<file path="config.mk">
export PLATFORM = sky130hd
export DESIGN_NAME = tile_scheduler_flat
export DESIGN_NICKNAME = d
export VERILOG_FILES = /design/src/rtl/sa_cfg_pkg.sv /design/src/rtl/tile_scheduler_if.sv /design/src/rtl/beat_counter.sv /design/src/rtl/tile_scheduler.sv /design/src/flat_wrapper.sv
export SDC_FILE = /design/constraint.sdc
export NUM_CORES = 1
export LEC_CHECK = 0
export CAP_MARGIN = 25
export CORE_UTILIZATION = 52
export CTS_CLUSTER_SIZE = 40
export DETAILED_ROUTE_END_ITERATION = 8
export PLACE_DENSITY = 0.85
export SLEW_MARGIN = 20
export SYNTH_ARGS = -nofsm -noshare
export SYNTH_HDL_FRONTEND = slang
export SYNTH_SLANG_ARGS = --single-unit
</file>
<file path="constraint.sdc">
create_clock -name clk -period 3.45 [get_ports clk]
set_input_delay 0.5175 -clock clk [delete_from_list [all_inputs] [get_ports clk]]
set_output_delay 0.5175 -clock clk [all_outputs]
set_load 0.01 [all_outputs]
</file>
<file path="src/rtl/sa_cfg_pkg.sv">
// Shared configuration for the 32x32x3, 16-filter convolution engine sequencer.
// Holds default layer geometry, derived tile/burst constants, counter widths,
// the scheduler state encoding and a saturating-increment helper.
package sa_cfg_pkg;

    // Default layer geometry
    localparam int KERNEL_SIZE_DEF  = 3;
    localparam int IFM_SIZE_DEF     = 34;
    localparam int IFM_CHANNEL_DEF  = 3;
    localparam int NUM_FILTER_DEF   = 16;
    localparam int TILE_WIDTH_DEF   = 16;
    localparam int DRAIN_CYCLES_DEF = 31;

    // Derived constants for the default geometry
    localparam int OFM_SIZE  = IFM_SIZE_DEF - KERNEL_SIZE_DEF + 1;                 // 32
    localparam int NUM_TILES = OFM_SIZE * OFM_SIZE / TILE_WIDTH_DEF;               // 64
    localparam int BURST_LEN = KERNEL_SIZE_DEF * KERNEL_SIZE_DEF * IFM_CHANNEL_DEF; // 27
    localparam int WGT_LEN   = BURST_LEN * NUM_FILTER_DEF;                         // 432

    // Derived widths
    localparam int BEAT_W     = 10;
    localparam int TILE_IDX_W = 7;
    localparam int PERF_W     = 32;

    typedef enum logic [2:0] {
        ST_IDLE       = 3'd0,
        ST_WGT_ISSUE  = 3'd1,
        ST_WGT_STREAM = 3'd2,
        ST_IFM_ISSUE  = 3'd3,
        ST_IFM_STREAM = 3'd4,
        ST_DRAIN      = 3'd5,
        ST_WRITE      = 3'd6,
        ST_DONE       = 3'd7
    } sched_state_t;

    // Increment that sticks at all-ones instead of wrapping.
    function automatic logic [PERF_W-1:0] sat_inc(input logic [PERF_W-1:0] v);
        return (v == {PERF_W{1'b1}}) ? v : v + PERF_W'(1);
    endfunction

endpackage

</file>
<file path="src/rtl/tile_scheduler_if.sv">
// Control bundle between tile_scheduler and its environment (host, address
// generators, systolic array, OFM writer). master = scheduler side,
// slave = environment side. No storage; pure wiring.
interface tile_scheduler_if;
    import sa_cfg_pkg::*;

    logic                  start;
    logic                  wgt_load;
    logic                  wgt_addr_valid;
    logic                  ifm_load;
    logic                  ifm_addr_valid;
    logic                  sa_en;
    logic                  ofm_req;
    logic                  ofm_ack;
    logic [TILE_IDX_W-1:0] tile_idx;
    logic                  busy;
    logic                  done;
    logic                  err;
    logic [PERF_W-1:0]     perf_cycles;

    modport master (
        input  start, wgt_addr_valid, ifm_addr_valid, ofm_ack,
        output wgt_load, ifm_load, sa_en, ofm_req, tile_idx, busy, done, err,
               perf_cycles
    );

    modport slave (
        output start, wgt_addr_valid, ifm_addr_valid, ofm_ack,
        input  wgt_load, ifm_load, sa_en, ofm_req, tile_idx, busy, done, err,
               perf_cycles
    );

endinterface

</file>
<file path="src/rtl/beat_counter.sv">
// Up-counter with synchronous clear, count enable and terminal-count strobe.
// Latency: tc is combinational on en in the cycle the last event is counted.
// Backpressure: none; counts every enabled cycle.
// Ports: clk, rst_n, clr (zero the count), en (count this cycle),
//        last (terminal value), tc (en && count == last).
module beat_counter #(
    parameter int W = 10
) (
    input  logic         clk,
    input  logic         rst_n,
    input  logic         clr,
    input  logic         en,
    input  logic [W-1:0] last,
    output logic         tc
);

    logic [W-1:0] cnt_q;

    always_ff @(posedge clk or negedge rst_n) begin
        if (!rst_n) begin
            cnt_q <= '0;
        end else if (clr) begin
            cnt_q <= '0;
        end else if (en) begin
            cnt_q <= cnt_q + W'(1);
        end
    end

    // Fires on the event that completes the run, so the owner can leave its
    // state on the following edge without overshooting.
    assign tc = en && (cnt_q == last);

endmodule

</file>
<file path="src/rtl/tile_scheduler.sv">
// Sequencer for the convolution engine: loads weights once per start, then
// per output tile fires the IFM generator, counts its beats, waits out array
// drain and hands the tile to the OFM writer.
// Latency: start sampled in N -> wgt_load/busy in N+1; tile period >= 60 cycles.
// Backpressure: holds ofm_req until ofm_ack; beat strobes are counted, never stalled.
// Ports: clk, rst_n (async active-low), bus (tile_scheduler_if.master):
//   start, wgt_load/wgt_addr_valid, ifm_load/ifm_addr_valid, sa_en,
//   ofm_req/ofm_ack, tile_idx, busy, done, err (sticky), perf_cycles.
// Optional: define TILE_SCHED_PERF_EN to build the pass-length cycle counter;
// without it perf_cycles is tied to zero.
module tile_scheduler
    import sa_cfg_pkg::*;
#(
    parameter int KERNEL_SIZE  = KERNEL_SIZE_DEF,
    parameter int IFM_SIZE     = IFM_SIZE_DEF,
    parameter int IFM_CHANNEL  = IFM_CHANNEL_DEF,
    parameter int NUM_FILTER   = NUM_FILTER_DEF,
    parameter int TILE_WIDTH   = TILE_WIDTH_DEF,
    parameter int DRAIN_CYCLES = DRAIN_CYCLES_DEF
) (
    input  logic            clk,
    input  logic            rst_n,
    tile_scheduler_if.master bus
);

    localparam int OFM_DIM   = IFM_SIZE - KERNEL_SIZE + 1;
    localparam int TILES     = OFM_DIM * OFM_DIM / TILE_WIDTH;
    localparam int BURST     = KERNEL_SIZE * KERNEL_SIZE * IFM_CHANNEL;
    localparam int WGT_BEATS = BURST * NUM_FILTER;

    localparam logic [BEAT_W-1:0]     WGT_LAST   = BEAT_W'(WGT_BEATS - 1);
    localparam logic [BEAT_W-1:0]     IFM_LAST   = BEAT_W'(BURST - 1);
    localparam logic [BEAT_W-1:0]     DRAIN_LAST = BEAT_W'(DRAIN_CYCLES - 1);
    localparam logic [TILE_IDX_W-1:0] TILE_LAST  = TILE_IDX_W'(TILES - 1);

    sched_state_t state_q, state_d;

    logic                  start_acc;
    logic                  beat_clr, beat_en, beat_tc;
    logic [BEAT_W-1:0]     beat_last;
    logic                  drain_tc;
    logic                  last_tile;
    logic                  stray_beat;
    logic [TILE_IDX_W-1:0] tile_idx_q;
    logic                  err_q;

    assign start_acc = (state_q == ST_IDLE) && bus.start;
    assign last_tile = (tile_idx_q == TILE_LAST);

    // One counter serves both streams: they never overlap and each ISSUE
    // state zeroes it before its stream begins.
    assign beat_clr  = start_acc || (state_q == ST_WGT_ISSUE) || (state_q == ST_IFM_ISSUE);
    assign beat_en   = ((state_q == ST_WGT_STREAM) && bus.wgt_addr_valid) ||
                       ((state_q == ST_IFM_STREAM) && bus.ifm_addr_valid);
    assign beat_last = (state_q == ST_WGT_STREAM) ? WGT_LAST : IFM_LAST;

    beat_counter #(.W(BEAT_W)) u_beat_cnt (
        .clk   (clk),
        .rst_n (rst_n),
        .clr   (beat_clr),
        .en    (beat_en),
        .last  (beat_last),
        .tc    (beat_tc)
    );

    // Drain timer: held at zero outside DRAIN, so DRAIN lasts exactly
    // DRAIN_CYCLES cycles (counts 0..DRAIN_CYCLES-1).
    beat_counter #(.W(BEAT_W)) u_drain_cnt (
        .clk   (clk),
        .rst_n (rst_n),
        .clr   (state_q != ST_DRAIN),
        .en    (state_q == ST_DRAIN),
        .last  (DRAIN_LAST),
        .tc    (drain_tc)
    );

    // State register
    always_ff @(posedge clk or negedge rst_n) begin
        if (!rst_n) begin
            state_q <= ST_IDLE;
        end else begin
            state_q <= state_d;
        end
    end

    // Next-state logic
    always_comb begin
        state_d = state_q;
        unique case (state_q)
            ST_IDLE:       if (bus.start) state_d = ST_WGT_ISSUE;
            ST_WGT_ISSUE:  state_d = ST_WGT_STREAM;
            ST_WGT_STREAM: if (beat_tc) state_d = ST_IFM_ISSUE;
            ST_IFM_ISSUE:  state_d = ST_IFM_STREAM;
            ST_IFM_STREAM: if (beat_tc) state_d = ST_DRAIN;
            ST_DRAIN:      if (drain_tc) state_d = ST_WRITE;
            ST_WRITE:      if (bus.ofm_ack) state_d = last_tile ? ST_DONE : ST_IFM_ISSUE;
            ST_DONE:       state_d = ST_IDLE;
            default:       state_d = ST_IDLE;
        endcase
    end

    // Output decode: every strobe is a function of the state register only.
    always_comb begin
        bus.wgt_load = 1'b0;
        bus.ifm_load = 1'b0;
        bus.sa_en    = 1'b0;
        bus.ofm_req  = 1'b0;
        bus.done     = 1'b0;
        bus.busy     = (state_q != ST_IDLE);
        unique case (state_q)
            ST_WGT_ISSUE:  bus.wgt_load = 1'b1;
            ST_IFM_ISSUE:  bus.ifm_load = 1'b1;
            ST_IFM_STREAM: bus.sa_en    = 1'b1;
            ST_DRAIN:      bus.sa_en    = 1'b1;
            ST_WRITE:      bus.ofm_req  = 1'b1;
            ST_DONE:       bus.done     = 1'b1;
            default:       ;
        endcase
    end

    // Tile index: cleared only when a new pass is accepted, advanced on each
    // acknowledged tile except the last, so it reads NUM_TILES-1 after done.
    always_ff @(posedge clk or negedge rst_n) begin
        if (!rst_n) begin
            tile_idx_q <= '0;
        end else if (start_acc) begin
            tile_idx_q <= '0;
        end else if ((state_q == ST_WRITE) && bus.ofm_ack && !last_tile) begin
            tile_idx_q <= tile_idx_q + TILE_IDX_W'(1);
        end
    end

    // A beat strobe arriving while its stream is not open is a generator
    // protocol fault; it is flagged but never moves the FSM.
    assign stray_beat = (bus.wgt_addr_valid && (state_q != ST_WGT_STREAM)) ||
                        (bus.ifm_addr_valid && (state_q != ST_IFM_STREAM));

    always_ff @(posedge clk or negedge rst_n) begin
        if (!rst_n) begin
            err_q <= 1'b0;
        end else if (start_acc) begin
            err_q <= 1'b0;
        end else if (stray_beat) begin
            err_q <= 1'b1;
        end
    end

    assign bus.tile_idx = tile_idx_q;
    assign bus.err      = err_q;

`ifdef TILE_SCHED_PERF_EN
    logic [PERF_W-1:0] perf_run_q;
    logic [PERF_W-1:0] perf_last_q;

    // perf_run_q counts busy cycles of the pass in flight; the DONE cycle
    // itself is folded in when the total is published, so perf_cycles
    // equals the full number of cycles busy was high.
    always_ff @(posedge clk or negedge rst_n) begin
        if (!rst_n) begin
            perf_run_q  <= '0;
            perf_last_q <= '0;
        end else begin
            if (start_acc) begin
                perf_run_q <= '0;
            end else if (state_q != ST_IDLE) begin
                perf_run_q <= sat_inc(perf_run_q);
            end
            if (state_q == ST_DONE) begin
                perf_last_q <= sat_inc(perf_run_q);
            end
        end
    end

    assign bus.perf_cycles = perf_last_q;
`else
    assign bus.perf_cycles = '0;
`endif

endmodule

</file>
<file path="src/flat_wrapper.sv">
// flat-port wrapper written by rule: the top's interface ports become plain ports
module tile_scheduler_flat import sa_cfg_pkg::*;
#(
    parameter int KERNEL_SIZE  = KERNEL_SIZE_DEF,
    parameter int IFM_SIZE     = IFM_SIZE_DEF,
    parameter int IFM_CHANNEL  = IFM_CHANNEL_DEF,
    parameter int NUM_FILTER   = NUM_FILTER_DEF,
    parameter int TILE_WIDTH   = TILE_WIDTH_DEF,
    parameter int DRAIN_CYCLES = DRAIN_CYCLES_DEF
)
  (clk, rst_n, bus_start, bus_wgt_addr_valid, bus_ifm_addr_valid, bus_ofm_ack, bus_wgt_load, bus_ifm_load, bus_sa_en, bus_ofm_req, bus_tile_idx, bus_busy, bus_done, bus_err, bus_perf_cycles);
  tile_scheduler_if bus_i ();
  input  logic clk;
  input  logic rst_n;
  input wire logic [$bits(bus_i.start)-1:0] bus_start;
  input wire logic [$bits(bus_i.wgt_addr_valid)-1:0] bus_wgt_addr_valid;
  input wire logic [$bits(bus_i.ifm_addr_valid)-1:0] bus_ifm_addr_valid;
  input wire logic [$bits(bus_i.ofm_ack)-1:0] bus_ofm_ack;
  output wire logic [$bits(bus_i.wgt_load)-1:0] bus_wgt_load;
  output wire logic [$bits(bus_i.ifm_load)-1:0] bus_ifm_load;
  output wire logic [$bits(bus_i.sa_en)-1:0] bus_sa_en;
  output wire logic [$bits(bus_i.ofm_req)-1:0] bus_ofm_req;
  output wire logic [$bits(bus_i.tile_idx)-1:0] bus_tile_idx;
  output wire logic [$bits(bus_i.busy)-1:0] bus_busy;
  output wire logic [$bits(bus_i.done)-1:0] bus_done;
  output wire logic [$bits(bus_i.err)-1:0] bus_err;
  output wire logic [$bits(bus_i.perf_cycles)-1:0] bus_perf_cycles;
  assign bus_i.start = bus_start;
  assign bus_i.wgt_addr_valid = bus_wgt_addr_valid;
  assign bus_i.ifm_addr_valid = bus_ifm_addr_valid;
  assign bus_i.ofm_ack = bus_ofm_ack;
  assign bus_wgt_load = bus_i.wgt_load;
  assign bus_ifm_load = bus_i.ifm_load;
  assign bus_sa_en = bus_i.sa_en;
  assign bus_ofm_req = bus_i.ofm_req;
  assign bus_tile_idx = bus_i.tile_idx;
  assign bus_busy = bus_i.busy;
  assign bus_done = bus_i.done;
  assign bus_err = bus_i.err;
  assign bus_perf_cycles = bus_i.perf_cycles;
  tile_scheduler #(.KERNEL_SIZE(KERNEL_SIZE), .IFM_SIZE(IFM_SIZE), .IFM_CHANNEL(IFM_CHANNEL), .NUM_FILTER(NUM_FILTER), .TILE_WIDTH(TILE_WIDTH), .DRAIN_CYCLES(DRAIN_CYCLES)) u_core (.clk(clk), .rst_n(rst_n), .bus(bus_i));
endmodule
</file>
=== Word level (Yosys, flattened, before mapping) ===
Cells that the tools add are included.

* Bits in registers: 31
* Bits of input ports: 6
* Output and inout bits: 46
* Logic and storage cells: 69

* $add $sub $neg: 3
* Equal/unequal tests: 18
* Mux-type cells: 21
* Reduce and logical (&&, ||, !) cells: 22

{| class="wikitable"
|+ Operators by type and width
! kind !! number
|-
| $mux W10 || 4
|-
| $pmux W3 S8 || 1
|-
| $add A10 B1 Y10 const B || 2
|-
| $mux W3 || 6
|-
| $mux W7 || 2
|-
| $eq A3 B3 Y1 const B || 4
|-
| $eq A10 B10 Y1 || 1
|-
| $eq A10 B5 Y1 const B || 1
|-
| $logic_and A1 B1 Y1 || 9
|-
| $mux W9 || 1
|-
| $reduce_bool A2 Y1 || 4
|-
| $add A7 B1 Y7 const B || 1
|-
| $eq A7 B6 Y1 const B || 1
|-
| $mux W1 || 7
|-
| $eq A3 B2 Y1 const B || 2
|-
| $ne A2 B1 Y1 const B || 3
|-
| $ne A3 B3 Y1 const B || 2
|-
| $reduce_and A5 Y1 || 1
|-
| $logic_or A1 B1 Y1 || 4
|-
| $ne A2 B2 Y1 const B || 2
|-
| $eq A3 B1 Y1 const B || 1
|-
| $logic_not A3 Y1 || 1
|-
| $ne A3 B2 Y1 const B || 1
|-
| $reduce_bool A3 Y1 || 1
|-
| other kinds (2) || 2
|}

=== Logic depth before layout (Yosys ltp) ===
* Word-level depth: 6
* Depth in mapped cells: 6
* Depth with buffers taken out: 6

=== Hierarchy ===
A second synthesis with hierarchy kept.

* Cell total of the unflattened synthesis: 238
* Area, all modules: 2185.8 µm²

{| class="wikitable"
|+ By module, submodules not included
! module !! times used !! cells each !! area an instance (µm²) !! sequential area each (µm²)
|-
| beat_counter || 2 || 62 || 599.3 || 250.2
|-
| tile_scheduler || 1 || 114 || 987.2 || 275.3
|}

=== Least setup slack after synthesis ===
Ideal clock, no wire load.

* Kind: register to register
* Start point: register u_core.tile_idx_q[0], in the netlist u_core.bus.tile_idx[0]
* End point: register u_core.tile_idx_q[3], in the netlist u_core.bus.tile_idx[3]
* Library setup time: 0.078 ns
* Arrival: 1.568 ns
* Required time: 3.372 ns
* Setup slack: 1.805 ns
* Cell stages (with the launch flop): 6
* Path buffers: 0
* Period minus slack after synthesis: 1.645 ns
* Cell sequence: dfrtp_1 -> ha_1 -> and4_1 -> a21o_1 -> or3_1 -> a21oi_1

* Cells in the longest elaborated chain, start to end: 4
* Elaborated cells on any way between the ends: 7

{| class="wikitable"
|+ RTL lines
! what !! RTL line !! RTL
|-
| start: declaration || tile_scheduler.sv:44 || <nowiki>logic [TILE_IDX_W-1:0] tile_idx_q;</nowiki>
|-
| start signal: assignment || tile_scheduler.sv:129 || <nowiki>tile_idx_q <= tile_idx_q + TILE_IDX_W'(1);</nowiki>
|-
| branches (longest 4 deep; another with $add A7 B1 Y7) || - ||
|}

Several ways; the timed one is not identified. The select of a mux whose other input is x is not followed.
A chain may end at the register's enable or synchronous reset.

=== Worst setup path after layout ===
* Start point: register u_core.state_q[2]
* End point: output bus_sa_en

* Cells in the longest elaborated chain, start to end: 3
* Elaborated cells on any way between the ends: 4

{| class="wikitable"
|+ RTL lines
! what !! RTL line !! RTL
|-
| start: declaration || tile_scheduler.sv:36 || <nowiki>sched_state_t state_q, state_d;</nowiki>
|-
| start signal: assignment || tile_scheduler.sv:82 || <nowiki>state_q <= state_d;</nowiki>
|-
| $eq A3 B3 Y1 || tile_scheduler.sv:110 || <nowiki>unique case (state_q)</nowiki>
|-
| $reduce_or A2 Y1 (no line) (*) || - ||
|-
| $mux W1 (*) || tile_scheduler.sv:110 ||
|-
| end: declaration || flat_wrapper.sv:21 || <nowiki>output wire logic [$bits(bus_i.sa_en)-1:0] bus_sa_en;</nowiki>
|}

Mark *: on every way between the ends. The rest lies on a longest branch, timed or not.

==> results.md <==
* Unrepaired setup endpoints after global routing: no
* Synth cell types at 40
* Arr. time, crit path at 1.91 ns
* CP top delay family: buffers and inverters
* Final Hold Fails at 0
* WL final at ~3400 µm
* GPL Wtd Cong at around 0.9
* Stages on the worst setup path at 2
* CP Class: reg2out
* Drt pass-1 iters at 4
* VDD IR max at between 0.2 and 0.3 mV
* Nets at ~240
* Multi-input gate area at approximately 950 µm²
* # DRC at 0
* Top cells by count, synth: buf_4 (32), dfrtp_1 (31), nor2_1 (20)
* Core ar. at 3416 µm²
* Power Total at about 0.00088 W
* Largest cells by area after synthesis: dfrtp_1 (41%), buf_4 (13%), xor2_1 (5.5%)
* Initial Util at between 50 and 60%
* Pwr Density at between 400 and 500 nW/µm²
* Worst R2R End: u_core.state_q[0]
* CTS resizes at 0
* # IOs at 52
* Hold path start: u_core.bus.tile_idx[5]
* Worst min-delay path category: reg2reg
* Worst hold endpoint: u_core.bus.tile_idx[6]
* Die area at around 3900 µm²
* Hold buffer count at cts at 0
* Global-route wire length before repair at between 5000 and 6000 µm
* GRT Util Overall at 18.87%
* Period utilization at 70.23%
* Max_cap viols at 0
* Setup tns final at 0 ns
* Overflow after GRT at 0
* Clk buf depth at 2
* Fillers at approximately 310
* Chip height at 62.40 µm
* Crit-path slowest cell: clkdlybuf4s50_1
* Share of cells above drive strength 1 at roughly 4.7%
* Slew headroom at 45.60%
* # diodes at 0
* Worst EP required at 2.93 ns
* Post-synth top area cell: dfrtp_1
* Clock Latency Late Sink at 0.33 ns
* # rows at 21
* CP bufs+invs at 1
* Vias/cell at between 5 and 6
* Status: completed
* Post-Syn Area per Cell at 9.032 µm²
* EDFF count, synth at 0
* Worst-path cell chain: nor2b_1 > clkdlybuf4s50_1
* Register area share after synthesis at ~41%
* Worst-path maximum fanout at 16
* # setup viols final at 0
* Die W at roughly 62 µm
* Max frequency at between 400 and 500 MHz
* HPWL after DPL at 2309 µm
* Hold Path Stages at 1
* Synth top area share at between 40 and 50%
* Vias in the first global route at roughly 1.3k
* Pleak at approximately 0.96 nW
* Setup bufs post-CTS at 0
* TritonCTS buffer count at 5
* Final core utilization at 61.39%
* Largest net degree at the start of global routing at 32
* Synth Flop Type: dfrtp_1
* Starting DRT DRC Count at between 100 and 150
* Register bit total from synthesis at 31
* Post-synthesis instance total at 210
* FF+latch area at just under 800 µm²
* Post-synthesis cell area at approximately 1900 µm²
* Initial antenna violation count at 0
* Port Buffers at 19
* Level count of the clock H-tree at 2
* Actual slew at the worst max-slew pin at between 0.8 and 0.9 ns
* Via count at roughly 1.4k
* Post-DRT Antenna Nets at 0
* CTS tree: yes
* Kind of end point of the critical path: output port
* Most numerous cell in the Yosys netlist: buf_4
* Clock Pin Slew Worst Setup and Hold Paths at ~0.11 ns
* Synth warnings at 0
* Clock Skew at ~0.020 ns
* R2r worst-path depth at 6
* Min Tclk post-route at 2.423 ns
* CP peak stage delay at between 0.6 and 0.7 ns
* Startpoint types: flop
* Worst r2r src: u_core.u_drain_cnt.cnt_q[0]
* Clock root buffer: clkbuf_4
* CTS sink cnt at 31
* Asr flop ratio synth at 100.0%
* R2r setup slk at approximately 1.6 ns
* Count of final max-slew check failures at 0
* P&R area growth vs syn at 10.55%
* Average detailed-routed wire length per instance at 12.11 µm
==> flip-flops by register name (all words and copies together), names as in the netlist <==
signal and count:
u_core.bus.err 1, u_core.bus.tile_idx 7, u_core.state_q 3, u_core.u_beat_cnt.cnt_q 10, u_core.u_drain_cnt.cnt_q 10
==> power by group <==
part / switching [W] / total, W / internal, W
registers: 0.0000540 / 0.000454 / 0.000400
logic: 0.0000719 / 0.000126 / 0.0000544
clock network: 0.000131 / 0.000302 / 0.000171
total: 0.000257 / 0.000883 / 0.000626
==> metal layers <==
metal / wire [µm] / GRT usage [%] / up-vias
li1: - / - / 707
met1: 1603 / 26.09 / 676
met2: 1541 / 27.61 / 53
met3: 204 / 6.387 / 2
met4: 17 / 6.395 / 0
met5: 0 / 0 / -
==> how the worst max path moves through the flow <==
stage / from / end
floorplan: u_core.bus.tile_idx[0] / u_core.bus.tile_idx[3]
global placement: bus_wgt_addr_valid / u_core.u_beat_cnt.cnt_q[8]
detailed placement: bus_wgt_addr_valid / u_core.u_beat_cnt.cnt_q[8]
CTS: u_core.state_q[2] / bus_sa_en
global route: u_core.state_q[2] / bus_sa_en
finish: u_core.state_q[2] / bus_sa_en
==> layout make-up <==
class,count,area share [%]
clock buffers,6,2.446
clock inverters,2,1.671
inverters,5,0.8950
multi-input cells,167,45.47
flip-flops and latches,31,36.99
well taps,46,2.745
repair buffers,21,9.785
==> through the flow <==
step           cell area, µm²  hold WS (ns)  worst slack [ns]  cells
4_1_cts                  2097        0.5387             1.002    278
5_1_grt                  2097        0.5726            0.9004    278
6_report                 2097        0.5330             1.027    278
3_5_place_dp             2011        0.5264             1.239    270
3_3_place_gp             2011        0.5110             1.297    270
2_1_floorplan            2013        0.2219             1.805    241
==> worst register-to-register path, stage by stage, from the launching register on <==
cell and delay, ns:
dfrtp_1 0.46, inv_1 0.09, ha_1 0.13, or4b_1 0.43, nor4_1 0.30, o22ai_1 0.13
a21o_1 0.17
==> kinds of logic (layout without fill, tap and decap cells) <==
kind of cell             count (synthesis)  in the layout  share of synthesized area [%]
AO/OA/AOI/OAI                           36             36                          11.08
XOR/XNOR                                14             14                          6.465
adder cells (fa/ha/maj)                  4              4                          2.639
buffers and inverters                   43             34                          14.97
flip-flops                              31             31                          40.90
multiplexers                             3              3                          1.583
other                                    1             32                         0.1977
AND/OR/NAND/NOR                         78             78                          22.16
==> layout by cell type (no fill, tap or decap), types with 3 or more instances in the layout <==
| cell | count |
|---|---|
| mux2i_1 | 3 |
| ha_1 | 4 |
| clkbuf_4 | 5 |
| clkdlybuf4s50_1 | 19 |
| or3_1 | 8 |
| nand3_1 | 6 |
| xor2_1 | 12 |
| dfrtp_1 | 31 |
| nand2_1 | 14 |
| conb_1 | 32 |
| nor2b_1 | 3 |
| nor3_1 | 3 |
| nand4_1 | 4 |
| a21oi_1 | 12 |
| nor2_1 | 20 |
| inv_1 | 5 |
| and4_1 | 3 |
| o21ai_0 | 12 |
| and3_1 | 5 |
No activity file was read; power rests on OpenSTA's default activity.
